### src/rtl/data_break_if.sv
// data_break_if: break-cycle bus between the data-break controller and the
// processor state machine.
//   data_break  - break request, held until break_ack
//   db_to_disk  - break direction (1 = memory to device)
//   db_addr     - 15-bit break address (field + 12-bit address), bit 0 is MSB
//   db_wdata    - word written to memory by a device-to-memory break
//   break_ack   - one-cycle pulse: break cycle completed
//   mem_rdata   - memory word, valid in the break_ack cycle of a read break
// Handshake: a break cycle is consumed in exactly the clock cycle where
// data_break and break_ack are both high; the request side keeps all of its
// outputs stable from raising data_break until that cycle.
interface data_break_if;
  logic        data_break;
  logic        db_to_disk;
  logic [0:14] db_addr;
  logic [0:11] db_wdata;
  logic        break_ack;
  logic [0:11] mem_rdata;

  modport master (
    output data_break, db_to_disk, db_addr, db_wdata,
    input  break_ack, mem_rdata
  );

  modport slave (
    input  data_break, db_to_disk, db_addr, db_wdata,
    output break_ack, mem_rdata
  );
endinterface

### src/rtl/data_break_ctl.sv
// data_break_ctl: block-transfer controller that moves word_count words
// between a device and memory using processor data-break cycles.
// Ports:
//   clk, reset            - clock, synchronous active-high reset
//   start, to_disk,       - transfer request and parameters, sampled in IDLE
//   start_addr, word_count  (word_count 0 means 4096 words)
//   abort                 - stop at the next safe point
//   dev_wdata/dev_valid/  - device-to-memory word source; dev_take pulses
//   dev_take                when the word is consumed
//   dev_rdata/dev_rvalid/ - memory-to-device word sink; a word is delivered
//   dev_ready               in the cycle dev_rvalid and dev_ready are high
//   brk                   - break-cycle bus (see data_break_if)
//   busy, done, aborted   - transfer status
//   dbg_state             - current FSM state encoding
module data_break_ctl (
  input  logic        clk,
  input  logic        reset,
  input  logic        start,
  input  logic        to_disk,
  input  logic [0:14] start_addr,
  input  logic [0:11] word_count,
  input  logic        abort,
  input  logic [0:11] dev_wdata,
  input  logic        dev_valid,
  output logic        dev_take,
  output logic [0:11] dev_rdata,
  output logic        dev_rvalid,
  input  logic        dev_ready,
  data_break_if.master brk,
  output logic        busy,
  output logic        done,
  output logic        aborted,
  output logic [2:0]  dbg_state
);

  typedef enum logic [2:0] {
    S_IDLE = 3'd0,
    S_GET  = 3'd1,
    S_REQ  = 3'd2,
    S_PUT  = 3'd3,
    S_FIN  = 3'd4
  } state_e;

  state_e      state_q, state_d;
  logic [0:14] addr_q, addr_d;
  logic [0:11] cnt_q, cnt_d;
  logic        dir_q, dir_d;
  logic [0:11] wdata_q, wdata_d;
  logic [0:11] rdata_q, rdata_d;
  logic        aborted_q, aborted_d;
  logic        pend_q, pend_d;     // abort seen while a break cycle is open
  logic        take;
  logic        word_done;
  logic        last;

  // Remaining count is loaded raw; a load of 0 wraps to 4095 on the first
  // decrement, so reaching 0 again takes exactly 4096 words.
  assign last = (cnt_q == 12'd1);

  always_ff @(posedge clk) begin
    if (reset) begin
      state_q   <= S_IDLE;
      addr_q    <= '0;
      cnt_q     <= '0;
      dir_q     <= 1'b0;
      wdata_q   <= '0;
      rdata_q   <= '0;
      aborted_q <= 1'b0;
      pend_q    <= 1'b0;
    end else begin
      state_q   <= state_d;
      addr_q    <= addr_d;
      cnt_q     <= cnt_d;
      dir_q     <= dir_d;
      wdata_q   <= wdata_d;
      rdata_q   <= rdata_d;
      aborted_q <= aborted_d;
      pend_q    <= pend_d;
    end
  end

  always_comb begin
    state_d   = state_q;
    addr_d    = addr_q;
    cnt_d     = cnt_q;
    dir_d     = dir_q;
    wdata_d   = wdata_q;
    rdata_d   = rdata_q;
    aborted_d = aborted_q;
    pend_d    = pend_q;
    take      = 1'b0;
    word_done = 1'b0;
    case (state_q)
      S_IDLE: begin
        if (start) begin
          addr_d    = start_addr;
          cnt_d     = word_count;
          dir_d     = to_disk;
          aborted_d = 1'b0;
          pend_d    = 1'b0;
          state_d   = to_disk ? S_REQ : S_GET;
        end
      end
      S_GET: begin
        // Abort wins over a word offered in the same cycle.
        if (abort) begin
          state_d   = S_FIN;
          aborted_d = 1'b1;
        end else if (dev_valid) begin
          take    = 1'b1;
          wdata_d = dev_wdata;
          state_d = S_REQ;
        end
      end
      S_REQ: begin
        // An open break cycle is never abandoned; abort is remembered and
        // acted on once break_ack closes it.
        if (abort) pend_d = 1'b1;
        if (brk.break_ack) begin
          if (dir_q) begin
            rdata_d = brk.mem_rdata;
            if (abort || pend_q) begin
              state_d   = S_FIN;
              aborted_d = 1'b1;
            end else begin
              state_d = S_PUT;
            end
          end else begin
            word_done = 1'b1;
            if (last) begin
              state_d = S_FIN;
            end else if (abort || pend_q) begin
              state_d   = S_FIN;
              aborted_d = 1'b1;
            end else begin
              state_d = S_GET;
            end
          end
        end
      end
      S_PUT: begin
        if (dev_ready) begin
          word_done = 1'b1;
          if (last) begin
            state_d = S_FIN;
          end else if (abort) begin
            state_d   = S_FIN;
            aborted_d = 1'b1;
          end else begin
            state_d = S_REQ;
          end
        end else if (abort) begin
          state_d   = S_FIN;
          aborted_d = 1'b1;
        end
      end
      S_FIN: begin
        pend_d  = 1'b0;
        state_d = S_IDLE;
      end
      default: state_d = S_IDLE;
    endcase
    // Address wraps naturally modulo 2^15, carrying into the field bits.
    if (word_done) begin
      addr_d = addr_q + 15'd1;
      cnt_d  = cnt_q - 12'd1;
    end
  end

  assign dev_take       = take;
  assign dev_rdata      = rdata_q;
  assign dev_rvalid     = (state_q == S_PUT);
  assign brk.data_break = (state_q == S_REQ);
  assign brk.db_to_disk = dir_q;
  assign brk.db_addr    = addr_q;
  assign brk.db_wdata   = wdata_q;
  // busy drops in the FIN cycle so it is already low while done pulses.
  assign busy           = (state_q == S_GET) || (state_q == S_REQ) ||
                          (state_q == S_PUT);
  assign done           = (state_q == S_FIN);
  assign aborted        = aborted_q;
  assign dbg_state      = state_q;

endmodule
### src/flat_wrapper.sv
// flat-port wrapper written by rule: the top's interface ports become plain ports
module data_break_ctl_flat 
  (clk, reset, start, to_disk, start_addr, word_count, abort, dev_wdata, dev_valid, dev_take, dev_rdata, dev_rvalid, dev_ready, busy, done, aborted, dbg_state, brk_data_break, brk_db_to_disk, brk_db_addr, brk_db_wdata, brk_break_ack, brk_mem_rdata);
  data_break_if brk_i ();
  input  logic clk;
  input  logic reset;
  input  logic start;
  input  logic to_disk;
  input  logic [0:14] start_addr;
  input  logic [0:11] word_count;
  input  logic abort;
  input  logic [0:11] dev_wdata;
  input  logic dev_valid;
  output logic dev_take;
  output logic [0:11] dev_rdata;
  output logic dev_rvalid;
  input  logic dev_ready;
  output logic busy;
  output logic done;
  output logic aborted;
  output logic [2:0] dbg_state;
  output wire logic [$bits(brk_i.data_break)-1:0] brk_data_break;
  output wire logic [$bits(brk_i.db_to_disk)-1:0] brk_db_to_disk;
  output wire logic [$bits(brk_i.db_addr)-1:0] brk_db_addr;
  output wire logic [$bits(brk_i.db_wdata)-1:0] brk_db_wdata;
  input wire logic [$bits(brk_i.break_ack)-1:0] brk_break_ack;
  input wire logic [$bits(brk_i.mem_rdata)-1:0] brk_mem_rdata;
  assign brk_data_break = brk_i.data_break;
  assign brk_db_to_disk = brk_i.db_to_disk;
  assign brk_db_addr = brk_i.db_addr;
  assign brk_db_wdata = brk_i.db_wdata;
  assign brk_i.break_ack = brk_break_ack;
  assign brk_i.mem_rdata = brk_mem_rdata;
  data_break_ctl u_core (.clk(clk), .reset(reset), .start(start), .to_disk(to_disk), .start_addr(start_addr), .word_count(word_count), .abort(abort), .dev_wdata(dev_wdata), .dev_valid(dev_valid), .dev_take(dev_take), .dev_rdata(dev_rdata), .dev_rvalid(dev_rvalid), .dev_ready(dev_ready), .brk(brk_i), .busy(busy), .done(done), .aborted(aborted), .dbg_state(dbg_state));
endmodule
### config.mk
export PLATFORM = sky130hd
export DESIGN_NAME = data_break_ctl_flat
export DESIGN_NICKNAME = d
export VERILOG_FILES = /design/src/rtl/data_break_if.sv /design/src/rtl/data_break_ctl.sv /design/src/flat_wrapper.sv
export SDC_FILE = /design/constraint.sdc
export NUM_CORES = 1
export LEC_CHECK = 0
export CORE_MARGIN = 2
export CORE_UTILIZATION = 40
export DETAILED_ROUTE_END_ITERATION = 10
export GPL_ROUTABILITY_DRIVEN = 1
export GPL_TIMING_DRIVEN = 1
export PLACE_DENSITY = 0.7
export SYNTH_ARGS = -nofsm -noshare
export SYNTH_HDL_FRONTEND = slang
export SYNTH_SLANG_ARGS = --single-unit
### constraint.sdc
create_clock -name clk -period 1.9 [get_ports clk]
set_input_delay 0.57 -clock clk [delete_from_list [all_inputs] [get_ports clk]]
set_output_delay 0.57 -clock clk [all_outputs]
set_load 0.02 [all_outputs]
Word level (Yosys, flattened, before mapping)
Cells that the tools add are included.

Register bits: 57. Word-level logic and storage cells: 76. Output and inout port bits: 49. Input bits: 59.

Equal/unequal tests: 12. Muxes and demuxes: 38. Bitwise gates (word level): 1. Reduce and logical (&&, ||, !) cells: 15. Add/sub/neg operators: 2.

Operators with widths (count): $mux W15 (3); $mux W12 (3); $mux W3 (12); $add A15 B1 Y15 const B (1); $mux W1 (15); $eq A12 B1 Y1 const B (1); $pmux W3 S4 (1); $sub A12 B1 Y12 const B (1); $reduce_and A3 Y1 (3); $eq A3 B2 Y1 const B (2); $ne A3 B2 Y1 const B (2); $ne A3 B3 Y1 const B (2); $reduce_and A5 Y1 (1); $ne A2 B2 Y1 const B (2); $pmux W1 S4 (1); $reduce_and A2 Y1 (2); $reduce_and A4 Y1 (1); $reduce_bool A2 Y1 (2); $reduce_bool A4 Y1 (1); $eq A3 B1 Y1 const B (1); $eq A3 B3 Y1 const B (1); $logic_not A3 Y1 (1); $logic_or A1 B1 Y1 (3); $pmux W1 S3 (1); 5 further kinds (5).

Longest topological paths before layout
Gate-level depths: netlist (run 1).

Word-level depth: 6. Mapped depth: 7. Mapped depth without buffers: 6.

Least setup slack after synthesis (run 1)
OpenSTA, ideal clock, no wires.

Path kind: register to output. Start point: register u_core.state_q[0], in the netlist u_core.dbg_state[0]. End point: output port dev_rvalid. Cell stages (with the launch flop): 4. Data required time: 1330 ps. Path buffers: 1. Arrival time: 1461 ps. Path slack: -131 ps. Cells stage by stage: dfxtp_1 -> buf_2 -> clkinv_1 -> nor3_1.

Longest elaborated chain between the ends: 1.

Ends and longest elaborated chain: start, declared (line data_break_ctl.sv:44) `state_e state_q, state_d;`; start signal, assigned (line data_break_ctl.sv:71) `state_q <= state_d;`; $eq A3 B2 Y1 (line data_break_ctl.sv:172) `assign dev_rvalid = (state_q == S_PUT);`; end, declared (line flat_wrapper.sv:16) `output logic dev_rvalid;`.

No other way between the ends.

Final worst setup path (run 1)
Start point: register u_core.aborted_q, in the netlist u_core.aborted. End point: output port aborted.

RTL lines: start, declared (line data_break_ctl.sv:50) `logic aborted_q, aborted_d;`; start signal, assigned (line data_break_ctl.sv:77) `aborted_q <= aborted_d;`; end, declared (line flat_wrapper.sv:20) `output logic aborted;`.

No word-level cell between the ends.

==> results of run 1 <==
==> per-layer routing <==
layer / routed length [um] / global-route usage (%) / up-vias
met5: 0 / 0 / -
met4: 148 / 8.85 / 0
met3: 447 / 4.53 / 12
met2: 4520 / 37.8 / 89
met1: 3820 / 26.8 / 1555
li1: - / - / 1662
==> power groups by stage <==
stage	Sequential (uW)	Combinational, uW	Clock, uW
6_report	1400	1200	1140
4_1_cts	1390	1160	1170
3_5_place_dp	1420	1180	0
3_3_place_gp	1410	1160	0
5_1_grt	1410	1310	1220
2_1_floorplan	1470	561	0
==> layout by cell type (no fill, tap or decap), drive strengths merged, types with 4 or more instances in the layout <==
master,instances
nand2,79
clkdlybuf4s50,70
buf,61
dfxtp,57
a21oi,39
dlygate4sd2,18
dlymetal6s2s,12
nand3,12
clkbuf,12
inv,12
a31oi,11
nor2,8
o21ai,8
or4,7
o211ai,6
a211oi,6
nand4,5
o311ai,5
mux2i,4
or2,4
a22oi,4
o22ai,4
or3,4
nor3,4
==> cells by family after synthesis <==
logic type	Yosys count	share of synthesized area [%]
adder cells (fa/ha/maj)	3	1.28
multiplexers	4	1.36
buffers and inverters	37	5.53
XOR/XNOR	2	0.596
flip-flops	57	38.8
AND/OR/NAND/NOR	153	27.1
AO/OA/AOI/OAI	111	25.4
==> final cells by class <==
cell class	count	area [um^2]	share of cell area (%)
Tap cell	99	124	2.62
Timing Repair Buffer	163	1500	31.6
Multi-Input combinational cell	273	1720	36.3
Clock inverter	5	55.1	1.16
Clock buffer	11	141	2.99
Sequential cell	57	1150	24.3
Inverter	13	48.8	1.03
==> worst paths after layout <==
check | start | end | slack [ns] | cells past startpoint
min reg2reg | u_core.brk.db_wdata[7] | u_core.brk.db_wdata[7] | 0.45 | 2
max | u_core.aborted | aborted | 0.03 | 1
max reg2reg | u_core.cnt_q[10] | u_core.aborted | 0.10 | 6
min | u_core.brk.db_wdata[7] | u_core.brk.db_wdata[7] | 0.45 | 2
==> what timing repair did <==
item / in CTS / in global routing
setup buffers: 0 / 4
cloned: 0 / 1
gates resized for setup: 44 / 35
pin swaps: 0 / 5
endpoints found under the setup margin: 37 / 31
==> sequential cells by signal, summed over array words and instances (netlist names) <==
| name | count |
|---|---|
| u_core.dev_rdata | 12 |
| u_core.pend_q | 1 |
| u_core.brk.db_addr | 15 |
| u_core.aborted | 1 |
| u_core.dbg_state | 3 |
| u_core.brk.db_wdata | 12 |
| u_core.brk.db_to_disk | 1 |
| u_core.cnt_q | 12 |
==> through the flow <==
| stage | hold WS [ns] | instance area [um^2] | TNS, ns | worst slack, ns |
|---|---|---|---|---|
| 5_1_grt | 0.477 | 4730 | -0.0262 | -0.0109 |
| 2_1_floorplan | 0.464 | 2950 | 0 | 0.0123 |
| 3_3_place_gp | 0.442 | 4430 | -9.54 | -0.582 |
| 3_5_place_dp | 0.446 | 4430 | -10.19 | -0.575 |
| 6_report | 0.453 | 4730 | 0 | 0.0333 |
| 4_1_cts | 0.457 | 4620 | -0.126 | -0.126 |
==> out/summary.txt, run 1 <==
vias in the first global route: 3123
part of the power in combinational logic: 32.1%
number of cells in the design after placement: 600
total chip power: 3750 uW
TritonCTS clock tree: done
number of inserted filler cells in the final layout: 610
net switching share of the total power: 32.3%
share of total power in the clock network: 30.5%
Cell Chain, Critical Path: clkdlybuf4s50_1
Std-Cell Core Area: 7180 um^2
cell type contributing the most total cell area after synthesis: sky130_fd_sc_hd__dfxtp_1
RSZ-0062 raised after global routing: yes
Die W: 89.7 um
clock sink total: 57
remaining antenna violation count after routing: 0
routed length per instance: 14.4 um
total die area: 8050 um^2
cell at the root of the clock tree: sky130_fd_sc_hd__clkbuf_8
worst-case headroom to the max-slew limit: 72.3%
number of buffers created by CTS: 9
synthesis-to-layout area growth: 61.0%
Post-Syn Nets: 429
starting density of the core: 41.0%
Synth Area per Inst: 8.01 um^2
Final Wtd Congestion: 0.852
final slew viol count: 0
antenna diode count: 0
ys async rst share: 0%
ratio of total power to cell area: 792 nW/um^2
switching pwr: 1210 uW
maximum fanout along the worst path: 2
number of placement rows: 31
number of violations reported at the end of detailed-routing iteration 0: 132
Mapped Area: 2940 um^2
post-CTS clock slew at the launch and capture registers of the worst setup and hold paths: 0.07 ns
min-delay worst type: reg -> reg
I/O Pins: 108
number of nets in the layout: 579
average vias per placed instance: 5.34
kind of launch point of the worst setup path: flop
Worst Max-Slew Pin Slew: 0.411 ns
Pint: 2540 uW
core occupancy in the finished layout: 66.0%
result of the run: complete, no violations
number of antenna violations at the first check in global routing: 0
number of buffer and inverter stages on the critical path: 1
crit-path max cell delay: 0.64 ns
count of vias placed by the detailed router: 3318
count of endpoints failing hold in the final timing report: 0
sequential fraction of design power: 37.4%
overall track demand over capacity in global routing: 21.9%
Post-Route WL: 8.94 mm
first-pass GRT wire length: 14.6 mm
Arrival @ worst endpoint: 1.30 ns
GRT Residual Overflow: 0
DRC violations left: 0
total of flip-flops plus latches after synthesis: 57
slowest stage cell on the critical path: sky130_fd_sc_hd__clkdlybuf4s50_1
Setup Viol. Count Final: 0
number of enable-type register cells in the synthesized netlist: 0
clock tree buffer depth: 2
Mapped Cells: 367
Die H: 89.7 um
HPWL after DPL: 6.45 mm
kind of cell with the highest combined delay on the critical path: buffers and inverters
cell types with the highest counts after synthesis: 79 x sky130_fd_sc_hd__nand2_1, 57 x sky130_fd_sc_hd__dfxtp_1, 39 x sky130_fd_sc_hd__a21oi_1
Post-CTS Hold Fix Bufs: 0
most area-consuming cells after synthesis: sky130_fd_sc_hd__dfxtp_1 39%, sky130_fd_sc_hd__nand2_1 10%, sky130_fd_sc_hd__a21oi_1 6.6%
Data required, critical path: 1.33 ns
number of library cell types mapped by synthesis: 66
critical path class: reg -> out
area fraction of the dominant cell type after synthesis: 38.8%
max-cap violations: 0
Setup crit end kind: output pin
final critical path time including I/O delays and setup: 1.87 ns
sequential fraction of the synthesis area: 38.8%
maximum number of pins on one net before global-route repair: 31
H-tree depth reported by CTS: 3
clk_skew: 0.00863 ns
share of the clock period used by the worst path after layout: 98.2%
worst-skew pair later-pin latency: 0.34 ns
Finished Layout Cells: 621
number of synthesis warnings: 0
peak supply drop: 0.406 mV
input/output buffers: 107
maximum frequency from static timing analysis: 0.536 GHz
dominant synthesized flop cell: sky130_fd_sc_hd__dfxtp_1
Pre-Repair DR Iteration Count: 4
fraction of layout instances using a drive strength above 1: 20.9%
leakage power: 0.00198 uW
most frequently used cell type in the post-synthesis netlist: sky130_fd_sc_hd__nand2_1
Note: power is estimated with default switching activity, not from simulation.
==> run 2: changes to the inputs <==
Settings changed: CAP_MARGIN set to 0, DONT_BUFFER_PORTS set to 1, PLACE_DENSITY 0.7 to 0.51, SLEW_MARGIN set to 0.
==> run 2 against run 1 <==
  * Count of clock-buffer cells in the layout up 1
  * Via count is 14% lower
  * Die area is the same
  * Highest routed layer unchanged
  * Worst hold slack worse by 0.15 ns
  * Non-clock buffer count shrank 119
  * First-iteration DRC count rose by 13%
==> out/summary.txt, run 2 (same netlist as run 1, synthesis figures left out) <==
ratio of total power to cell area: 931 nW/um^2 (was 792 nW/um^2)
Pre-Repair DR Iteration Count: 4 (unchanged)
total chip power: 3280 uW (was 3750 uW)
max-cap violations: 0 (unchanged)
vias in the first global route: 2838 (was 3123)
slowest stage cell on the critical path: sky130_fd_sc_hd__dfxtp_2 (was sky130_fd_sc_hd__clkdlybuf4s50_1)
peak supply drop: 0.462 mV (was 0.406 mV)
critical path class: reg -> out (unchanged)
met3 wire len: 621 um (was 447 um)
share of the clock period used by the worst path after layout: 96.2% (was 98.2%)
Arrival @ worst endpoint: 1.26 ns (was 1.30 ns)
final slew viol count: 0 (unchanged)
DRC violations left: 0 (unchanged)
Setup crit end kind: output pin (unchanged)
fraction of layout instances using a drive strength above 1: 19.7% (was 20.9%)
startpoint of the most critical hold path: reset (was u_core.brk.db_wdata[7])
Data required, critical path: 1.33 ns (about the same)
kind of launch point of the worst setup path: flop (unchanged)
RR Startpoint: u_core.cnt_q[7] (was u_core.cnt_q[10])
met2 WL: 3.88 mm (was 4.52 mm)
Met1 Routed Length: 3.63 mm (was 3.82 mm)
Worst Max-Slew Pin Slew: 0.483 ns (was 0.411 ns)
number of nets in the layout: 460 (was 579)
max reg flops: 15 (unchanged)
starting density of the core: 41.0% (unchanged)
number of cells in the design after placement: 484 (was 600)
average vias per placed instance: 5.69 (was 5.34)
highest metal layer with signal wires: met4 (unchanged)
count of endpoints failing hold in the final timing report: 0 (unchanged)
cell at the root of the clock tree: sky130_fd_sc_hd__clkbuf_8 (unchanged)
worst-skew pair later-pin latency: 0.33 ns (was 0.34 ns)
maximum fanout along the worst path: 8 (was 2)
routed length per instance: 16.4 um (was 14.4 um)
worst-case headroom to the max-slew limit: 67.7% (was 72.3%)
GRT Residual Overflow: 0 (unchanged)
Die H: 89.7 um (unchanged)
clock tree buffer depth: 2 (unchanged)
setup slack on the worst flop-to-flop path: 0.12 ns (was 0.10 ns)
most common cell after layout, fill and taps aside: sky130_fd_sc_hd__nand2_1 (unchanged)
Finished Layout Cells: 501 (was 621)
worst hold endpoint: u_core.dev_rdata[9] (was u_core.brk.db_wdata[7])
final critical path time including I/O delays and setup: 1.83 ns (was 1.87 ns)
total die area: 8050 um^2 (unchanged)
Final Wtd Congestion: 0.845 (was 0.852)
TritonCTS clock tree: done (unchanged)
input/output buffers: 0 (was 107)
number of buffer and inverter stages on the critical path: 3 (was 1)
Setup Viol. Count Final: 0 (unchanged)
Std-Cell Core Area: 7180 um^2 (unchanged)
synthesis-to-layout area growth: 19.7% (was 61.0%)
path depth of the worst reg2reg path: 4 (was 6)
remaining antenna violation count after routing: 0 (unchanged)
maximum number of pins on one net before global-route repair: 57 (was 31)
clk_skew: 0.0105 ns (was 0.00863 ns)
number of placement rows: 31 (unchanged)
first-pass GRT wire length: 13.9 mm (was 14.6 mm)
Post-Route WL: 8.23 mm (was 8.94 mm)
post-CTS clock slew at the launch and capture registers of the worst setup and hold paths: 0.06 ns (was 0.07 ns)
min-delay worst type: in -> reg (was reg -> reg)
Die W: 89.7 um (unchanged)
number of antenna violations at the first check in global routing: 0 (unchanged)
overall track demand over capacity in global routing: 21.2% (was 21.9%)
antenna diode count: 0 (unchanged)
Post-CTS Hold Fix Bufs: 0 (unchanged)
number of buffers created by CTS: 9 (unchanged)
most used cells in the layout excluding fill and tap cells: 79 x sky130_fd_sc_hd__nand2_1, 54 x sky130_fd_sc_hd__dfxtp_1, 40 x sky130_fd_sc_hd__buf_4 (was 79 x sky130_fd_sc_hd__nand2_1, 70 x sky130_fd_sc_hd__clkdlybuf4s50_1, 53 x sky130_fd_sc_hd__buf_4)
maximum frequency from static timing analysis: 0.547 GHz (was 0.536 GHz)
count of vias placed by the detailed router: 2849 (was 3318)
H-tree depth reported by CTS: 3 (unchanged)
crit-path max cell delay: 0.37 ns (was 0.64 ns)
I/O Pins: 108 (unchanged)
number of violations reported at the end of detailed-routing iteration 0: 149 (was 132)
kind of cell with the highest combined delay on the critical path: buffers and inverters (unchanged)
result of the run: complete, no violations (unchanged)
leakage power: 0.00123 uW (was 0.00198 uW)
RR Endpoint: u_core.aborted (unchanged)
Cell Chain, Critical Path: buf_8 -> inv_1 -> a21oi_1 -> buf_4 (was clkdlybuf4s50_1)
clock sink total: 57 (unchanged)
number of inserted filler cells in the final layout: 739 (was 610)
Hold Crit Depth: 1 (was 2)
HPWL after DPL: 5.76 mm (was 6.45 mm)
-- run 2: power breakdown --
group	internal [uW]	switching, uW
sequential	1290	105
combinational	407	518
clock	497	456
-- run 2: worst max-delay path by stage --
| stage | from | to | slack, ns | cells past startpoint |
|---|---|---|---|---|
| finish | u_core.dbg_state[1] | busy | 0.07 | 4 |
| global route | u_core.dbg_state[1] | brk_data_break | -0.01 | 3 |
| CTS | u_core.dbg_state[2] | brk_data_break | 0.01 | 3 |
| detailed placement | brk_break_ack | u_core.cnt_q[10] | -0.008 | 5 |
| global placement | brk_break_ack | u_core.cnt_q[10] | -0.007 | 5 |
| floorplan | u_core.dbg_state[0] | dev_take | 0.01 | 5 |
-- run 2: per-stage QoR --
step                      instance area, um^2  util, %  setup TNS [ns]  worst slack (ns)  hold WS [ns]
after floorplan                          2950        -               0            0.0123         0.464
after global placement                   3300     45.9        -0.00674          -0.00674         0.480
after detailed placement                 3300     45.9        -0.00813          -0.00813         0.484
after CTS                                3480     48.5               0            0.0148         0.291
after global routing                     3520     49.1         -0.0164           -0.0130         0.275
final                                    3520     49.1               0            0.0713         0.306
-- run 2: layout make-up --
type,instances,area (um^2),area share (%)
Inverter,13,51.3,1.46
Sequential cell,57,1150,32.6
Clock buffer,12,145,4.12
Clock inverter,3,17.5,0.498
Timing Repair Buffer,44,358,10.2
Multi-Input combinational cell,273,1680,47.7
Tap cell,99,124,3.52
-- run 2: repair_timing --
item	4_1_cts	5_1_grt
hold endpoints to repair	0	0
endpoints found under the setup margin	4	10
pin swaps	0	0
gates resized for setup	7	8
setup buffers	0	2
-- run 2: metal layers --
metal  global-route usage [%]  vias to the layer above
li1                         -                     1425
met1                     26.4                     1319
met2                     34.9                       97
met3                     6.87                        8
met4                     6.79                        0
met5                        0                        -
==> run 3: changes to the inputs <==
Settings changed: CAP_MARGIN 0 to not set, PLACE_DENSITY 0.51 to 0.64, REMOVE_ABC_BUFFERS set to 1.
==> run 3 against run 2 <==
  * Critical path depth down 1
  * Via count up 2.0%
  * Sequential share of layout area down 1.1 points
  * Global-route usage down 0.53 points
  * Total power up 9.7%
  * Worst hold slack worse by 0.0049 ns
  * Routed wire length up 2.6%
  * Critical path type unchanged
  * Critical endpoint is now dev_rvalid
  * Largest power group unchanged
==> out/summary.txt, run 3 (same netlist as run 1, synthesis figures left out) <==
result of the run: complete, no violations (unchanged)
GRT Residual Overflow: 0 (unchanged)
Setup Viol. Count Final: 0 (unchanged)
Die W: 89.7 um (unchanged)
H-tree depth reported by CTS: 3 (unchanged)
RR Startpoint: u_core.dbg_state[2] (was u_core.cnt_q[7])
peak supply drop: 0.508 mV (was 0.462 mV)
maximum fanout along the worst path: 11 (was 8)
maximum frequency from static timing analysis: 0.553 GHz (was 0.547 GHz)
Pre-Repair DR Iteration Count: 4 (unchanged)
most used cells in the layout excluding fill and tap cells: 79 x sky130_fd_sc_hd__nand2_1, 53 x sky130_fd_sc_hd__dfxtp_1, 45 x sky130_fd_sc_hd__buf_4 (was 79 x sky130_fd_sc_hd__nand2_1, 54 x sky130_fd_sc_hd__dfxtp_1, 40 x sky130_fd_sc_hd__buf_4)
overall track demand over capacity in global routing: 20.7% (was 21.2%)
final cell area excluding filler cells: 3660 um^2 (was 3520 um^2)
setup slack on the worst flop-to-flop path: 0.11 ns (was 0.12 ns)
leakage power: 0.00130 uW (was 0.00123 uW)
DRC violations left: 0 (unchanged)
count of vias placed by the detailed router: 2907 (was 2849)
number of violations reported at the end of detailed-routing iteration 0: 118 (was 149)
area of the multi-input gates: 1700 um^2 (was 1680 um^2)
RSZ-0062 raised after global routing: no
input/output buffers: 0 (unchanged)
met1 Use GR: 25.3% (was 26.4%)
worst-case headroom to the max-slew limit: 66.6% (was 67.7%)
post-CTS clock slew at the launch and capture registers of the worst setup and hold paths: 0.07 ns (was 0.06 ns)
Final Wtd Congestion: 0.844 (was 0.845)
average vias per placed instance: 5.72 (was 5.69)
GR Layer Usage met2: 33.5% (was 34.9%)
Post-Route WL: 8.44 mm (was 8.23 mm)
kind of launch point of the worst setup path: flop (unchanged)
Data required, critical path: 1.33 ns (about the same)
number of antenna violations at the first check in global routing: 0 (unchanged)
total die area: 8050 um^2 (unchanged)
HPWL after DPL: 5.84 mm (was 5.76 mm)
Most Crowded Layer GR: met2 (unchanged)
number of placement rows: 31 (unchanged)
switching pwr: 1130 uW (was 1080 uW)
net switching share of the total power: 31.4% (was 32.9%)
Die H: 89.7 um (unchanged)
maximum number of pins on one net before global-route repair: 57 (unchanged)
TritonCTS clock tree: done (unchanged)
clock sink total: 57 (unchanged)
path depth of the worst reg2reg path: 5 (was 4)
fraction of layout instances using a drive strength above 1: 21.8% (was 19.7%)
number of buffers created by CTS: 9 (unchanged)
pre-CTS setup slack: -0.0473 ns (was -0.00813 ns)
ratio of total power to cell area: 982 nW/um^2 (was 931 nW/um^2)
destination of the critical timing path: dev_rvalid (was busy)
antenna diode count: 0 (unchanged)
count of endpoints failing hold in the final timing report: 0 (unchanged)
area occupied by registers: 1150 um^2 (about the same)
Setup crit end kind: output pin (unchanged)
routed length per instance: 16.6 um (was 16.4 um)
starting density of the core: 41.0% (unchanged)
I/O Pins: 108 (unchanged)
final slew viol count: 0 (unchanged)
RR Endpoint: u_core.cnt_q[4] (was u_core.aborted)
cell at the root of the clock tree: sky130_fd_sc_hd__clkbuf_8 (unchanged)
share of total power in the clock network: 33.9% (was 29.1%)
Worst Max-Slew Pin Slew: 0.499 ns (was 0.483 ns)
number of nets in the layout: 466 (was 460)
critical path class: reg -> out (unchanged)
Arrival @ worst endpoint: 1.24 ns (was 1.26 ns)
Pint: 2470 uW (was 2200 uW)
most common cell after layout, fill and taps aside: sky130_fd_sc_hd__nand2_1 (unchanged)
clk_skew: 0.00679 ns (was 0.0105 ns)
clock tree buffer depth: 2 (unchanged)
min-delay worst type: in -> reg (unchanged)
first element of the critical path: u_core.dbg_state[0] (was u_core.dbg_state[1])
part of the power in combinational logic: 27.3% (was 28.2%)
worst-skew pair later-pin latency: 0.33 ns (about the same)
final critical path time including I/O delays and setup: 1.81 ns (was 1.83 ns)
setup slack of the critical path after layout: 0.0924 ns (was 0.0713 ns)
sequential fraction of design power: 38.8% (was 42.7%)
first-pass GRT wire length: 13.7 mm (was 13.9 mm)
cell area after placement: 3300 um^2 (about the same)
GR Util met3: 7.71% (was 6.87%)
Post-CTS Hold Fix Bufs: 0 (unchanged)
vias in the first global route: 2781 (was 2838)
share of the clock period used by the worst path after layout: 95.1% (was 96.2%)
remaining antenna violation count after routing: 0 (unchanged)
max reg flops: 15 (unchanged)
synthesis-to-layout area growth: 24.6% (was 19.7%)
number of inserted filler cells in the final layout: 698 (was 739)
max-cap violations: 0 (unchanged)
Std-Cell Core Area: 7180 um^2 (unchanged)
==> run 3: stage by stage <==
stage	util, %	total power (uW)	std cells	TNS, ns	hold slack (ns)
6_report	51.1	3600	508	0	0.301
5_1_grt	51.1	3780	508	0	0.278
4_1_cts	49.5	3560	502	0	0.283
3_5_place_dp	46.1	2320	485	-0.0546	0.482
3_3_place_gp	46.1	2300	485	0	0.476
2_1_floorplan	-	1970	343	-49.58	0.458
==> run 3: power groups by stage <==
stage,logic [uW],registers [uW],clock network [uW]
6_report,980,1400,1220
5_1_grt,1060,1410,1310
4_1_cts,910,1400,1250
3_5_place_dp,896,1420,0
3_3_place_gp,879,1420,0
2_1_floorplan,483,1490,0
==> run 3: cell type report <==
type / instances / area share (%)
Inverter: 13 / 1.40
Clock buffer: 10 / 3.48
Sequential cell: 57 / 31.5
Clock inverter: 6 / 2.25
Multi-Input combinational cell: 273 / 46.3
Tap cell: 99 / 3.38
Timing Repair Buffer: 50 / 11.7
==> run 3: layer usage <==
| metal | up-vias | wire [um] |
|---|---|---|
| li1 | 1427 | - |
| met4 | 0 | 81 |
| met1 | 1351 | 3640 |
| met3 | 7 | 823 |
| met2 | 122 | 3900 |
| met5 | - | 0 |
==> run 3: what timing repair did <==
action / CTS / global route
endpoints found under the setup margin: 7 / 15
pin swaps: 0 / 2
hold endpoints to repair: 0 / 0
buffers inserted: 2 / 6
gates cloned: 0 / 1
gates resized for setup: 11 / 12
==> run 3: critical path: stages (launching register included) <==
cell and delay [ns]:
sky130_fd_sc_hd__dfxtp_4 0.42, sky130_fd_sc_hd__clkinv_1 0.13, sky130_fd_sc_hd__nor3_1 0.19, sky130_fd_sc_hd__buf_4 0.17
==> run 3: worst min-delay path by stage <==
stage | from | endpoint | slack (ns) | cells past startpoint
after floorplan | u_core.cnt_q[4] | u_core.cnt_q[4] | 0.46 | 2
after global placement | u_core.cnt_q[4] | u_core.cnt_q[4] | 0.48 | 2
after detailed placement | u_core.cnt_q[4] | u_core.cnt_q[4] | 0.48 | 2
after CTS | reset | u_core.brk.db_addr[13] | 0.28 | 1
after global routing | reset | u_core.brk.db_addr[14] | 0.28 | 1
final | reset | u_core.brk.db_addr[13] | 0.30 | 1
